--- src/rtl/trace_buffer.sv ---
// Debug write-back trace capture FIFO with end-of-test marker detection.
// Records every non-r0 register write until the marker is seen, then drains over valid/ready.
module trace_buffer #(
   parameter int          DEPTH     = 16,
   parameter logic [31:0] END_MAGIC = 32'habcd0000
) (
   input  logic                     clk,
   input  logic                     rst,
   input  logic                     debug_reg_write_en,
   input  logic [4:0]               debug_reg_write_addr,
   input  logic [31:0]              debug_reg_write_data,
   input  logic [31:0]              debug_pc_addr,
   output logic                     out_valid,
   input  logic                     out_ready,
   output logic [31:0]              out_pc,
   output logic [4:0]               out_addr,
   output logic [31:0]              out_data,
   output logic [$clog2(DEPTH):0]   count,
   output logic                     overflow,
   output logic [15:0]              drop_count,
   output logic                     done,
   output logic                     finished
);
   localparam int AW = $clog2(DEPTH);
   localparam int CW = AW + 1;
   localparam logic [CW-1:0] FULL_C = CW'(DEPTH);

   logic [68:0]    mem_q [DEPTH];
   logic [AW-1:0]  rd_ptr_q, rd_ptr_d;
   logic [AW-1:0]  wr_ptr_q, wr_ptr_d;
   logic [CW-1:0]  count_q, count_d;
   logic           overflow_q, overflow_d;
   logic           done_q, done_d;
   logic [15:0]    drop_q, drop_d;
   logic           cap, pop, push, drop;

   always_comb begin
      cap  = debug_reg_write_en && (debug_reg_write_addr != 5'd0) && !done_q;
      pop  = (count_q != '0) && out_ready;
      // A full FIFO still takes the new entry when the head leaves in the same cycle.
      push = cap && ((count_q != FULL_C) || pop);
      drop = cap && !push;

      rd_ptr_d   = rd_ptr_q;
      wr_ptr_d   = wr_ptr_q;
      count_d    = count_q;
      overflow_d = overflow_q;
      drop_d     = drop_q;
      done_d     = done_q;

      if (push) wr_ptr_d = wr_ptr_q + AW'(1);
      if (pop)  rd_ptr_d = rd_ptr_q + AW'(1);

      case ({push, pop})
         2'b10:   count_d = count_q + CW'(1);
         2'b01:   count_d = count_q - CW'(1);
         default: count_d = count_q;
      endcase

      if (drop) begin
         overflow_d = 1'b1;
         if (drop_q != 16'hFFFF) drop_d = drop_q + 16'd1;
      end

      // The marker ends capture even when its own entry had to be dropped.
      if (cap && (debug_reg_write_data == END_MAGIC)) done_d = 1'b1;
   end

   always_ff @(posedge clk or posedge rst) begin
      if (rst) begin
         rd_ptr_q   <= '0;
         wr_ptr_q   <= '0;
         count_q    <= '0;
         overflow_q <= 1'b0;
         drop_q     <= '0;
         done_q     <= 1'b0;
      end else begin
         rd_ptr_q   <= rd_ptr_d;
         wr_ptr_q   <= wr_ptr_d;
         count_q    <= count_d;
         overflow_q <= overflow_d;
         drop_q     <= drop_d;
         done_q     <= done_d;
      end
   end

   // Storage is deliberately left uncleared by reset.
   always_ff @(posedge clk) begin
      if (push && !rst) mem_q[wr_ptr_q] <= {debug_pc_addr, debug_reg_write_addr, debug_reg_write_data};
   end

   assign {out_pc, out_addr, out_data} = mem_q[rd_ptr_q];
   assign out_valid  = (count_q != '0);
   assign count      = count_q;
   assign overflow   = overflow_q;
   assign drop_count = drop_q;
   assign done       = done_q;
   assign finished   = done_q && (count_q == '0);
endmodule

--- config.mk ---
export PLATFORM = sky130hd
export DESIGN_NAME = trace_buffer
export DESIGN_NICKNAME = d
export VERILOG_FILES = /design/src/rtl/trace_buffer.sv
export SDC_FILE = /design/constraint.sdc
export NUM_CORES = 1
export LEC_CHECK = 0
export BUFFER_PORTS_ARGS = -buffer_cell sky130_fd_sc_hd__buf_4
export CAP_MARGIN = 20
export CORE_MARGIN = 2
export CORE_UTILIZATION = 40
export CTS_CLUSTER_SIZE = 8
export DETAILED_ROUTE_END_ITERATION = 16
export GPL_ROUTABILITY_DRIVEN = 0
export GPL_TIMING_DRIVEN = 0
export PLACE_DENSITY = 0.65
export SETUP_SLACK_MARGIN = 0.1
export SLEW_MARGIN = 30
export SYNTH_ARGS = -nofsm -noshare
export SYNTH_HDL_FRONTEND = slang
export SYNTH_SLANG_ARGS = --single-unit
--- constraint.sdc ---
create_clock -name clk -period 10.82 [get_ports clk]
set_input_delay 2.164 -clock clk [delete_from_list [all_inputs] [get_ports clk]]
set_output_delay 2.164 -clock clk [all_outputs]
set_load 0.02 [all_outputs]
# Yosys cells after proc, flatten, opt, wreduce, memory -nomap -nowiden
# Memory sizes are Yosys's and may differ from the RTL's.
# Cells that the tools add are included.
dict set report totals {
  regBits 31
  latchBits 0
  mem_bits_rw 1104
  rom_bits 0
  inputBits 73
  output_inout_bits 94
  wordCells 37
  mem_count 1
}
dict set report classes {
  add_sub_neg 5
  mul 0
  n_div 0
  order_cmp 0
  eq_ne 5
  shift 0
  mux 3
  bitwise_logic 0
  n_reduce_logical 17
}
# memory depth width rd rd_clocked_by_memory_dff write_ports line
set mem_list {}
lappend mem_list {mem_q 16 69 1 0 1 28} ;# logic [68:0] mem_q [DEPTH];
# op n
set ops {}
lappend ops {{$eq A32 B32 Y1 const B} 1}
lappend ops {{$add A16 B1 Y16 const B} 1}
lappend ops {{$ne A16 B16 Y1 const B} 1}
lappend ops {{$pmux W5 S2} 1}
lappend ops {{$reduce_bool A5 Y1} 2}
lappend ops {{$add A4 B1 Y4 const B} 2}
lappend ops {{$logic_and A1 B1 Y1} 8}
lappend ops {{$add A5 B1 Y5 const B} 1}
lappend ops {{$logic_not A5 Y1} 1}
lappend ops {{$ne A5 B5 Y1 const B} 1}
lappend ops {{$sub A5 B1 Y5 const B} 1}
lappend ops {{$logic_not A1 Y1} 3}
lappend ops {{$eq A2 B1 Y1 const B} 1}
lappend ops {{$eq A2 B2 Y1 const B} 1}
lappend ops {{$mux W1} 2}
lappend ops {{$reduce_and A2 Y1} 1}
lappend ops {{$reduce_bool A2 Y1} 1}
lappend ops {{$logic_or A1 B1 Y1} 1}

# Longest topological paths before layout
dict set report depth {
  ltp_word 7
  mapped_depth 10
  mapped_depth_nobuf 10
}

# Worst setup path after synthesis
# Ideal clock, no wire load.
dict set report synth_path {
  path_type {input to register}
  start {in rst}
  end {mem mem_q[13][0], enable pin}
  setup_ps 496
  t_arrival_ps 6042
  t_required_ps 10324
  setup_slack_ps 4282
  cell_stages 3
  n_path_buf 0
  cell_sequence {inv_1 > nand3_1 > nor2_1}
}
dict set report synth_between {
  elab_chain_cells 4
}
# item line
set synth_rtl {}
lappend synth_rtl {{start: declaration} 8} ;# input logic rst,
lappend synth_rtl {{$logic_not A1 Y1} 89} ;# if (push && !rst) mem_q[wr_ptr_q] <= {debug_pc_addr, debug_reg_write_addr, debug_reg_write_data};
lappend synth_rtl {{$logic_and A1 B1 Y1} 89}
lappend synth_rtl {{$mux W1} 89}
lappend synth_rtl {{$mux W1 (implied by the code)} 89}
lappend synth_rtl {{end: declaration} 28}
# Every way passes these cells.

# Worst setup path in the final report
dict set report layout_path {
  start {reg rd_ptr_q[1]}
  end {out out_pc[17]}
}
dict set report layout_between {
  elab_chain_cells 1
}
# item line
set layout_rtl {}
lappend layout_rtl {{start: declaration} 29} ;# logic [AW-1:0] rd_ptr_q, rd_ptr_d;
lappend layout_rtl {{start signal: assignment} 78} ;# rd_ptr_q <= rd_ptr_d;
lappend layout_rtl {{$mem_v2 Z16 W69} --}
lappend layout_rtl {{end: declaration} 15} ;# output logic [31:0] out_pc,
# Every way passes these cells.

==> impl_metrics.tcl <==
set metrics [dict create \
    cts.clk_slew.worst_paths_ns 0.05 \
    grt_max_degree 33 \
    cts_made_buffers 160 \
    ctsResizeCount 0 \
    synth_seq_cells 1135 \
    dp_hpwl_um 66900 \
    regArea_um2 33900 \
    syn-num-nets 1793 \
    worst-path-max-fanout 10 \
    clock-sinks 1135 \
    netlist.top_cell.by_area "edfxtp_1" \
    power_frac_seq_pct 37.6 \
    fin_crit_ns 6.23 \
    wire_per_inst_um 29.4 \
    fill_cells 8283 \
    final_hold_viol_count 0 \
    layout_common_cells "edfxtp_1 (1104), mux4_2 (345), buf_4 (166), clkbuf_16 (163), buf_16 (78)" \
    ant_nets 0 \
    crit_end "out_pc[17]" \
    row_count 120 \
    die_area_um2 111000 \
    syn_inst 1710 \
    ys_seq_area_share_pct 78.4 \
    port_buffers 166 \
    grt_pass1_vias 21600 \
    combPwrFrac_pct 28.7 \
    cp-startpoint "rd_ptr_q[1]$_DFFE_PP0P_" \
    synthToLayoutAreaGrowth_pct 22.4 \
    rr_worst_depth 10 \
    critPathRequiredTime_ns 8.66 \
    die_w_um 333 \
    dr_total_vias 20200 \
    rsz0062_at_grt "false" \
    intPower_mw 9.30 \
    clkPwrFrac_pct 33.7 \
    r2r_end "mem_q[0][26]$_DFFE_PP_" \
    grt_pass1_wl_um 152000 \
    globalRouteOverflowTotal 0 \
    tns_ns 0 \
    synth-main-ff-cell "edfxtp_1" \
    grt_antenna_before_repair 11 \
    async_reset_ff_share_pct 2.73 \
    start_util_pct 40.4 \
    p_sw_mw 3.66 \
    setup_viol_count_final 0 \
    worstSetupStartpointType "flip-flop" \
    die_h_um 333 \
    drt-total-wl_um 105000 \
    num-nets-final 2209 \
    slew_headroom_pct 34.0 \
    synth_cell_type_count 50 \
    final_common_cell "edfxtp_1" \
    endpoint_kind "output port" \
    synth-edff-count 1104 \
    cts-hold-fix-buffers 0 \
    ys_warn_count 0 \
    status "finished clean" \
    viasPerCell 5.66 \
    arrival_ns 4.07 \
    drt_first_iter_violations 2291 \
    firstDrtPassIters 7 \
    max_freq_mhz 160 \
    synth_top_area_share_pct 76.6 \
    critical_path_class "reg2out" \
    h-tree-depth 4 \
    drive_gt1_share_pct 39.0 \
    num_io_pins 167 \
    ff2ff_setup_slack_ns 7.84 \
    clock_path_buffers 3 \
    clk_latency_ns 0.73 \
    whs_ns 0.517 \
    power_leakage_nw 17.0 \
    drc 0 \
    sw_frac_of_total_pct 28.3 \
    syn-cell-area_um2 43300 \
    synth.area.top_cells "edfxtp_1 (77%), mux4_2 (18%), dfrtp_1 (1.8%)" \
    worst_slew_pin_slew_ns 0.990 \
    post_cts_buffers 0 \
    min_path_type "reg2reg" \
    core_um2 107000 \
    peakVddDrop_uv 193 \
    max_cap_viol_count 0 \
    multi_input_area_um2 8930 \
    tritoncts "done" \
    drv_slew 0 \
    min_period_over_period_pct 57.6 \
    syn-mean-instance-area_um2 25.3 \
    clock_skew_ns 0.0297 \
    root_buffer "clkbuf_16" \
    gr-usage-all-layers_pct 19.2 \
    power_density_nw_per_um2 245 \
    r2r-start "done$_DFFE_PP0P_" \
]
## metrics by stage
step / cells / worst slack [ns] / utilization, % / power [mW] / cell area (um^2)
floorplan: 1710 / 4.28 / - / 7.39 / 43300
global placement: 3279 / 0.0294 / 43.2 / 8.70 / 46300
detailed placement: 3367 / 5.35 / 45.4 / 8.74 / 48700
CTS: 3563 / 4.55 / 49.4 / 13.1 / 53000
global route: 3564 / 4.52 / 49.4 / 13.4 / 53000
finish: 3564 / 4.59 / 49.4 / 13.0 / 53000
## registers in the layout, indices dropped and copies added (netlist names)
register and flops:
mem_q 1104, drop_count 16, count 5, rd_ptr_q 4, wr_ptr_q 4, done 1, overflow 1
## cells by family after synthesis
kind of cell             synth area share [%]
AND/OR/NAND/NOR                          1.20
adder cells (fa/ha/maj)                 0.306
flip-flops                               78.4
XOR/XNOR                                0.466
buffers and inverters                    1.24
multiplexers                             18.1
AO/OA/AOI/OAI                           0.330
## worst min path at each step
stage | startpoint | to | depth (start not counted)
after floorplan | wr_ptr_q[3]$_DFFE_PP0P_ | wr_ptr_q[3]$_DFFE_PP0P_ | 1
after global placement | overflow$_DFFE_PP0P_ | overflow$_DFFE_PP0P_ | 1
after detailed placement | overflow$_DFFE_PP0P_ | overflow$_DFFE_PP0P_ | 1
after CTS | drop_count[11]$_DFFE_PP0P_ | drop_count[11]$_DFFE_PP0P_ | 1
after global routing | drop_count[5]$_DFFE_PP0P_ | drop_count[5]$_DFFE_PP0P_ | 1
final | overflow$_DFFE_PP0P_ | overflow$_DFFE_PP0P_ | 1
## layout make-up
class / count / area share [%]
antenna: 1 / 0.00472
buffer: 81 / 0.982
clock buffer: 188 / 7.89
clock inverter: 8 / 0.191
inverter: 7 / 0.0496
multi-input combinational: 487 / 16.9
sequential: 1135 / 64.0
tap: 1403 / 3.31
timing repair buffer: 254 / 6.69
## cells in the mapped netlist (2+ instances only)
cell type     n
nor4_2        2
nor2_1       21
nor3_1        2
a21oi_1       3
nand2_1      19
clkbuf_1     34
mux2_1        3
nor4_1        5
and3_1        2
mux4_2      345
dfrtp_1      31
buf_2        10
xor2_1        2
and2_1        2
ha_1          9
edfxtp_1   1104
nand3_1      11
or3_1         2
inv_1         7
nand4_1       7
buf_1        11
xnor2_1      21
nand2b_1      3
nor2b_1       2
buf_6        26
nor4bb_1      2
## critical path, cell delays in order, from the launching register on
cell	delay, ns
dfrtp_1	0.35
buf_2	0.31
clkbuf_1	0.65
clkbuf_1	0.81
mux4_2	0.43
mux4_2	0.57
buf_4	0.20
## power groups by stage
stage / sequential [mW] / clock (mW) / combinational, mW
after CTS: 4.87 / 4.44 / 3.83
after global placement: 4.95 / 0 / 3.75
after global routing: 4.87 / 4.63 / 3.95
after floorplan: 4.96 / 0 / 2.43
final: 4.87 / 4.37 / 3.72
after detailed placement: 4.95 / 0 / 3.79
## metal layers
metal	routed length (um)	part of all wire [%]	track usage, %
met4	2470	2.4	6.05
met2	52500	50	31.3
met5	122	0.12	0
met1	41400	39	25.2
met3	8280	7.9	5.07
(Power assumes the default switching activity.)
